[src/rtl/spi_mnrch.sv]
// rtl/spi_mnrch.sv - 16-bit SPI master for the A2D serf link
module spi_mnrch #(
    parameter int SCLK_W = 5
) (
    input  logic        clk,
    input  logic        rst,
    input  logic        wrt,
    input  logic [15:0] wt_data,
    output logic        done,
    output logic [15:0] rd_data,
    output logic        SS_n,
    output logic        SCLK,
    output logic        MOSI,
    input  logic        MISO
);

    // Idle value keeps SCLK high and lands the first fall a short porch after SS_n drops.
    localparam logic [SCLK_W-1:0] DIV_IDLE = {2'b10, {(SCLK_W-2){1'b1}}};
    // Divider value on the cycle before SCLK falls.
    localparam logic [SCLK_W-1:0] DIV_FALL = {SCLK_W{1'b1}};
    // Divider value on the cycle before SCLK rises.
    localparam logic [SCLK_W-1:0] DIV_RISE = {1'b0, {(SCLK_W-1){1'b1}}};
    localparam logic [SCLK_W-1:0] DIV_ONE  = {{(SCLK_W-1){1'b0}}, 1'b1};

    typedef enum logic [1:0] {
        IDLE,
        FRONT_PORCH,
        SHIFTING,
        BACK_PORCH
    } state_t;

    state_t            state;
    state_t            state_nxt;
    logic [SCLK_W-1:0] sclk_div;
    logic [15:0]       shft_reg;
    logic [4:0]        bit_cnt;
    logic              miso_smpl;

    logic              load;
    logic              capture;
    logic              shift;
    logic              finish;

    // State register.
    always_ff @(posedge clk or posedge rst) begin
        if (rst) begin
            state <= IDLE;
        end else begin
            state <= state_nxt;
        end
    end

    // Next-state and datapath strobes, decoded from the divider phase.
    always_comb begin
        state_nxt = state;
        load      = 1'b0;
        capture   = 1'b0;
        shift     = 1'b0;
        finish    = 1'b0;
        case (state)
            IDLE: begin
                if (wrt) begin
                    load      = 1'b1;
                    state_nxt = FRONT_PORCH;
                end
            end
            FRONT_PORCH: begin
                // The fall that follows is the one the serf ignores: no shift here.
                if (sclk_div == DIV_FALL) begin
                    state_nxt = SHIFTING;
                end
            end
            SHIFTING: begin
                if (sclk_div == DIV_RISE) begin
                    capture = 1'b1;
                    if (bit_cnt == 5'd15) begin
                        state_nxt = BACK_PORCH;
                    end
                end else if (sclk_div == DIV_FALL) begin
                    shift = 1'b1;
                end
            end
            BACK_PORCH: begin
                if (sclk_div == DIV_FALL) begin
                    shift     = 1'b1;
                    finish    = 1'b1;
                    state_nxt = IDLE;
                end
            end
            default: begin
                state_nxt = IDLE;
            end
        endcase
    end

    // SCLK divider: free-runs during a transaction, parked high otherwise.
    always_ff @(posedge clk or posedge rst) begin
        if (rst) begin
            sclk_div <= DIV_IDLE;
        end else if (finish || state == IDLE) begin
            sclk_div <= DIV_IDLE;
        end else begin
            sclk_div <= sclk_div + DIV_ONE;
        end
    end

    // Shared shift register, MISO sample flop and bit counter.
    always_ff @(posedge clk or posedge rst) begin
        if (rst) begin
            shft_reg  <= 16'h0000;
            miso_smpl <= 1'b0;
            bit_cnt   <= 5'd0;
        end else begin
            if (load) begin
                shft_reg <= wt_data;
                bit_cnt  <= 5'd0;
            end else if (shift) begin
                shft_reg <= {shft_reg[14:0], miso_smpl};
                bit_cnt  <= bit_cnt + 5'd1;
            end
            if (capture) begin
                miso_smpl <= MISO;
            end
        end
    end

    // Completion flag and serf select, both registered for glitch-free outputs.
    always_ff @(posedge clk or posedge rst) begin
        if (rst) begin
            done <= 1'b0;
            SS_n <= 1'b1;
        end else if (load) begin
            done <= 1'b0;
            SS_n <= 1'b0;
        end else if (finish) begin
            done <= 1'b1;
            SS_n <= 1'b1;
        end
    end

    assign SCLK    = sclk_div[SCLK_W-1];
    assign MOSI    = shft_reg[15];
    assign rd_data = shft_reg;

endmodule
[config.mk]
export PLATFORM = sky130hd
export DESIGN_NAME = spi_mnrch
export DESIGN_NICKNAME = d
export VERILOG_FILES = /design/src/rtl/spi_mnrch.sv
export SDC_FILE = /design/constraint.sdc
export NUM_CORES = 1
export LEC_CHECK = 0
export ABC_AREA = 1
export CORE_ASPECT_RATIO = 1.4
export CORE_MARGIN = 2
export CORE_UTILIZATION = 28
export CTS_CLUSTER_SIZE = 16
export DETAILED_ROUTE_END_ITERATION = 12
export PLACE_DENSITY = 0.63
export SLEW_MARGIN = 20
export SYNTH_ARGS = -nofsm -noshare
export SYNTH_HDL_FRONTEND = slang
export SYNTH_SLANG_ARGS = --single-unit
[constraint.sdc]
create_clock -name clk -period 1.7 [get_ports clk]
set_clock_uncertainty 0.1 [all_clocks]
set_input_delay 0.425 -clock clk [delete_from_list [all_inputs] [get_ports clk]]
set_output_delay 0.425 -clock clk [all_outputs]
set_load 0.05 [all_outputs]
; Word-level counts from Yosys, hierarchy flattened
; Cells that the tools add are included.
[word_totals]
reg_bits = 31
in_bits = 20
out_inout_bits = 20
elab_cells = 46
[classes]
addsub = 2
n_eq_ne = 11
mux = 21
n_reduce_logical = 5
[ops]
columns = operator, n
row1 = two-way mux 16 bit, 2
row2 = two-way mux 5 bit, 3
row3 = "adder 5 x 1 -> 5 bit, second input constant", 2
row4 = "== test 5 x 4 -> 1 bit, second input constant", 2
row5 = two-way mux 2 bit, 5
row6 = "!= test 2 bit, second input constant", 5
row7 = two-way mux 1 bit, 9
row8 = one-hot mux 2 bit (4 select lines), 1
row9 = "== test 5 bit, second input constant", 1
row10 = AND reduction 5 bit, 1
row11 = "== test 2 bit, second input constant", 2
row12 = nonzero test 2 bit, 2
row13 = "== test 2 x 1 -> 1 bit, second input constant", 1
row14 = zero test 2 bit, 1
row15 = one-hot mux 1 bit (2 select lines), 1
row16 = logical OR 1 bit, 1

; Depth between registers and ports, before layout
[depth]
depth_word = 6
mapped_depth = 10
ltp_nobuf = 10

; Worst setup path before layout
; OpenSTA, ideal clock, no wires.
[synth_path]
path_type = register to register
start = reg sclk_div[0]
end = reg shft_reg[15] (netlist: rd_data[15])
setup_ns = 0.123
arrival_ns = 1.631
t_required_ns = 1.477
path_slack_ns = -0.155
stages_incl_launch_ff = 11
path_buffers = 1
period_less_slack_ns = 1.855
path_cell_list = dfstp_2 -> ha_1 -> nand2_1 -> nor2_1 -> ha_1 -> nand2_1 -> nand2_4 -> nor2_8 -> buf_12 -> nand2_2 -> nand3_2
[synth_via]
elab_chain_len = 5
elab_cells_between_ends = 6
cone_classes = eq/ne: 2 / mux: 3 / reduce/logical: 1
[synth_lines]
columns = element, line
row1 = from (decl), 34  ; logic [SCLK_W-1:0] sclk_div;
row2 = from (signal assigned), 103  ; sclk_div <= sclk_div + DIV_ONE;
row3 = == test 5 bit, "79, 84"
row4 = two-way mux 1 bit, "79, 84"
row5 = two-way mux 1 bit, 74  ; if (sclk_div == DIV_RISE) begin
row6 = one-hot mux 1 bit (2 select lines) *, 60  ; case (state)
row7 = nonzero test 2 bit (no source line) *, -
row8 = to (signal assigned), 115  ; shft_reg <= wt_data;
row9 = to (signal assigned), 118  ; shft_reg <= {shft_reg[14:0], miso_smpl};
row10 = to (decl), 35  ; logic [15:0] shft_reg;
; Every way passes the cells marked *; elsewhere a longest branch is shown, timed or not.
; A chain may end at the register's enable or synchronous reset.

; Final worst setup path
[layout_path]
start = reg sclk_div[1]
end = reg shft_reg[3] (netlist: rd_data[3])
; Same word-level chain as after synthesis.

==> impl_metrics.tcl <==
set metrics [dict create \
    status "finished, violations left" \
    violations "negative setup slack" \
    finalNonFillerCells 312 \
    n_antenna_cell 0 \
    gp_congestion 0.7880 \
    synth_edf_count 0 \
    dp.final_hpwl_um 2762 \
    setup.worst_path.end_class "flip-flop" \
    syn_nets 219 \
    synth-adder-area-share_pct 7.429 \
    synth_top_flop_cell "dfrtp_1" \
    syn_area_per_cell_um2 8.911 \
    drive_gt1_share_pct 32.64 \
    core_area_um2 5822 \
    grt_pass1_wl_um 7120 \
    worstSkewPairLatency_ps 280 \
    grt_max_degree 26 \
    slew_headroom_pct 78.41 \
    synth_top_family_by_area "simple AND/OR/NAND/NOR gates" \
    stdcell_area_um2 2651 \
    rsz0062_at_grt "yes" \
    cts.sinks 31 \
    yosysMostFrequentCell "nand2_1" \
    synth.top_cells.by_count "nand2_1 (46), nand3_1 (31), dfrtp_1 (26), inv_1 (18), nor2_1 (11)" \
    synth-compound-area-share_pct 2.972 \
    grt-ovfl-total 0 \
    crit_family "simple AND/OR/NAND/NOR gates" \
    tritoncts "built" \
    cts_max_path_buffers 2 \
    synthTopCellsByArea "dfrtp_1 (39%), nand2_1 (10%), nand3_1 (9.2%), dfstp_2 (7.8%), ha_1 (7.4%)" \
    hold_viol_final 0 \
    crit_fanout 8 \
    r2r_slack_ps -60 \
    finalCritPeriodShare_pct 103.7 \
    first_iter_violations 74 \
    cts_max_level 2 \
    rr_worst_depth 9 \
    cp_num_buf_inv 0 \
    dieWidth_um 69.55 \
    syn_area_um2 1684 \
    yosysSeqAreaShare_pct 46.43 \
    io_buffer_count 39 \
    fp-row-count 33 \
    peakVddDrop_uv 1048 \
    critPathKind "flip-flop to flip-flop" \
    synth_area_leader_cell "dfrtp_1" \
    die_h_um 95.77 \
    tightest_slew_ps 323.4 \
    maxCapViolCount 0 \
    worstPathArrival_ps 1840 \
    required_ps 1770 \
    routed_wl_um 4083 \
    nets 271 \
    slowest_stage "dfstp_2" \
    initial_core_util_pct 28.93 \
    period_needed_ps 1764 \
    p_leak_uw 0.001290 \
    start_kind "flip-flop" \
    drv_slew 0 \
    hold_buffers 0 \
    synthCells 189 \
    die_area_um2 6660 \
    drt-pass1-iter-count 4 \
    rr_startpoint "sclk_div[1]" \
    path_cells "ha_4 -> nand2_4 -> nor2_4 -> ha_4 -> nand2_8 -> nand2_8 -> nor2_4 -> nand2_2 -> nand3_2" \
    power_uw 5383 \
    antenna_found_initial 0 \
    fmax_mhz 567.0 \
    ios 40 \
    via_count 1471 \
    ant_nets 0 \
    async_flop_share_pct 100.0 \
    setup_viol 22 \
    cpPeakStageDelay_ps 560 \
    drcViolationCount 0 \
    grt_use_total_pct 13.41 \
    syn2layout_area_growth_pct 57.43 \
    yosys.area_share.simple_pct 34.62 \
    fill_cells 530 \
    power_density_nw_per_um2 2030 \
    place_area_um2 2461 \
    hp-class "primary input to async pin" \
    synthMuxAreaShare_pct 0 \
    clk_pin_slew_ps 70 \
    root_buffer "clkbuf_8" \
    r2r-end "rd_data[3]" \
    synth-seq-cells 31 \
    dpl.cell_count 300 \
    ys_types 23 \
    wire_per_inst_um 13.09 \
    synth_xor_area_share_pct 0 \
    first_global_vias 1587 \
    via_per_inst 4.715 \
    cts_buffers 5 \
    setup_slack_ps -63.74 \
    synth_top_area_share_pct 38.63 \
    yosys_warnings 0 \
]
worst max-delay path by stage:
stage               cells after the start   startpoint  slack [ps]     endpoint
global route                            9  sclk_div[1]        -140  rd_data[14]
detailed placement                      9  sclk_div[1]        -130  rd_data[10]
floorplan                              10  sclk_div[1]         -20  rd_data[15]
global placement                        9  sclk_div[1]         -60  rd_data[11]
finish                                  9  sclk_div[1]         -60   rd_data[3]
CTS                                     9  sclk_div[1]         -50  rd_data[14]
state kept, by name, indices dropped and copies added, names as in the netlist:
signal,cells
rd_data,16
bit_cnt,5
sclk_div,5
state,2
SS_n,1
done,1
miso_smpl,1
placed cells by master (no fill, tap or decap):
cell	instances
buf_12	23
inv_6	1
nand3_1	30
nor2_1	9
a21oi_1	3
dfrtp_1	26
nand3_2	10
nand2_8	3
ha_1	8
clkinv_2	1
nand4_1	1
nand2_1	43
clkbuf_8	6
nor2_2	1
and3_1	1
nand2_2	10
buf_4	6
ha_4	2
nor2_4	2
a21oi_2	1
bufinv_16	1
o21ai_0	4
buf_6	1
nor2_8	1
clkdlybuf4s50_1	19
inv_1	18
nand2_4	4
dfstp_2	5
a31oi_1	1
or2_2	1
final cells by class:
type	instances	area (um^2)	area share (%)
clock buffer	6	82.58	3.115
tap	70	87.58	3.303
inverter	19	76.32	2.879
multi-input combinational	135	880.8	33.22
sequential	31	782.0	29.50
timing repair buffer	49	706.9	26.66
clock inverter	2	35.03	1.321
what timing repair did:
action	4_1_cts	5_1_grt
setup buffers	1	0
gates cloned	3	0
pin swaps	4	4
resized for setup	3	3
endpoints found under the setup margin	23	24
metrics by stage:
step	hold slack (ps)	util [%]	setup TNS [ps]	setup slack [ps]
2_1_floorplan	360.6	-	-212.8	-24.15
3_3_place_gp	380.8	42.27	-858.0	-60.98
3_5_place_dp	393.9	42.27	-1828	-133.0
4_1_cts	311.8	45.35	-680.0	-46.31
5_1_grt	346.9	45.54	-2587	-138.1
6_report	306.3	45.54	-901.2	-63.74
power breakdown:
part	total (uW)	switching (uW)	leakage (uW)	internal (uW)
sequential	1490	403	0.000381	1090
clock	769	295	0.0000612	474
combinational	3130	1690	0.000848	1440
total	5380	2380	0.00129	3000
routing by layer:
metal / vias up / GRT usage (%) / part of all wire [%] / wire, um
met5: - / 0 / 0 / 0
met1: 712 / 13.95 / 38 / 1567
li1: 713 / - / - / -
met3: 10 / 3.037 / 3.9 / 161
met4: 0 / 5.882 / 1.9 / 78
met2: 36 / 25.72 / 56 / 2275
kinds of logic (layout without fill, tap and decap cells):
| logic type | after synthesis | after routing |
|---|---|---|
| flip-flops | 31 | 31 |
| AND/OR/NAND/NOR | 113 | 116 |
| buffers and inverters | 26 | 76 |
| AO/OA/AOI/OAI | 9 | 9 |
| adder cells (fa/ha/maj) | 10 | 10 |
Note: power is estimated with default switching activity, not from simulation.
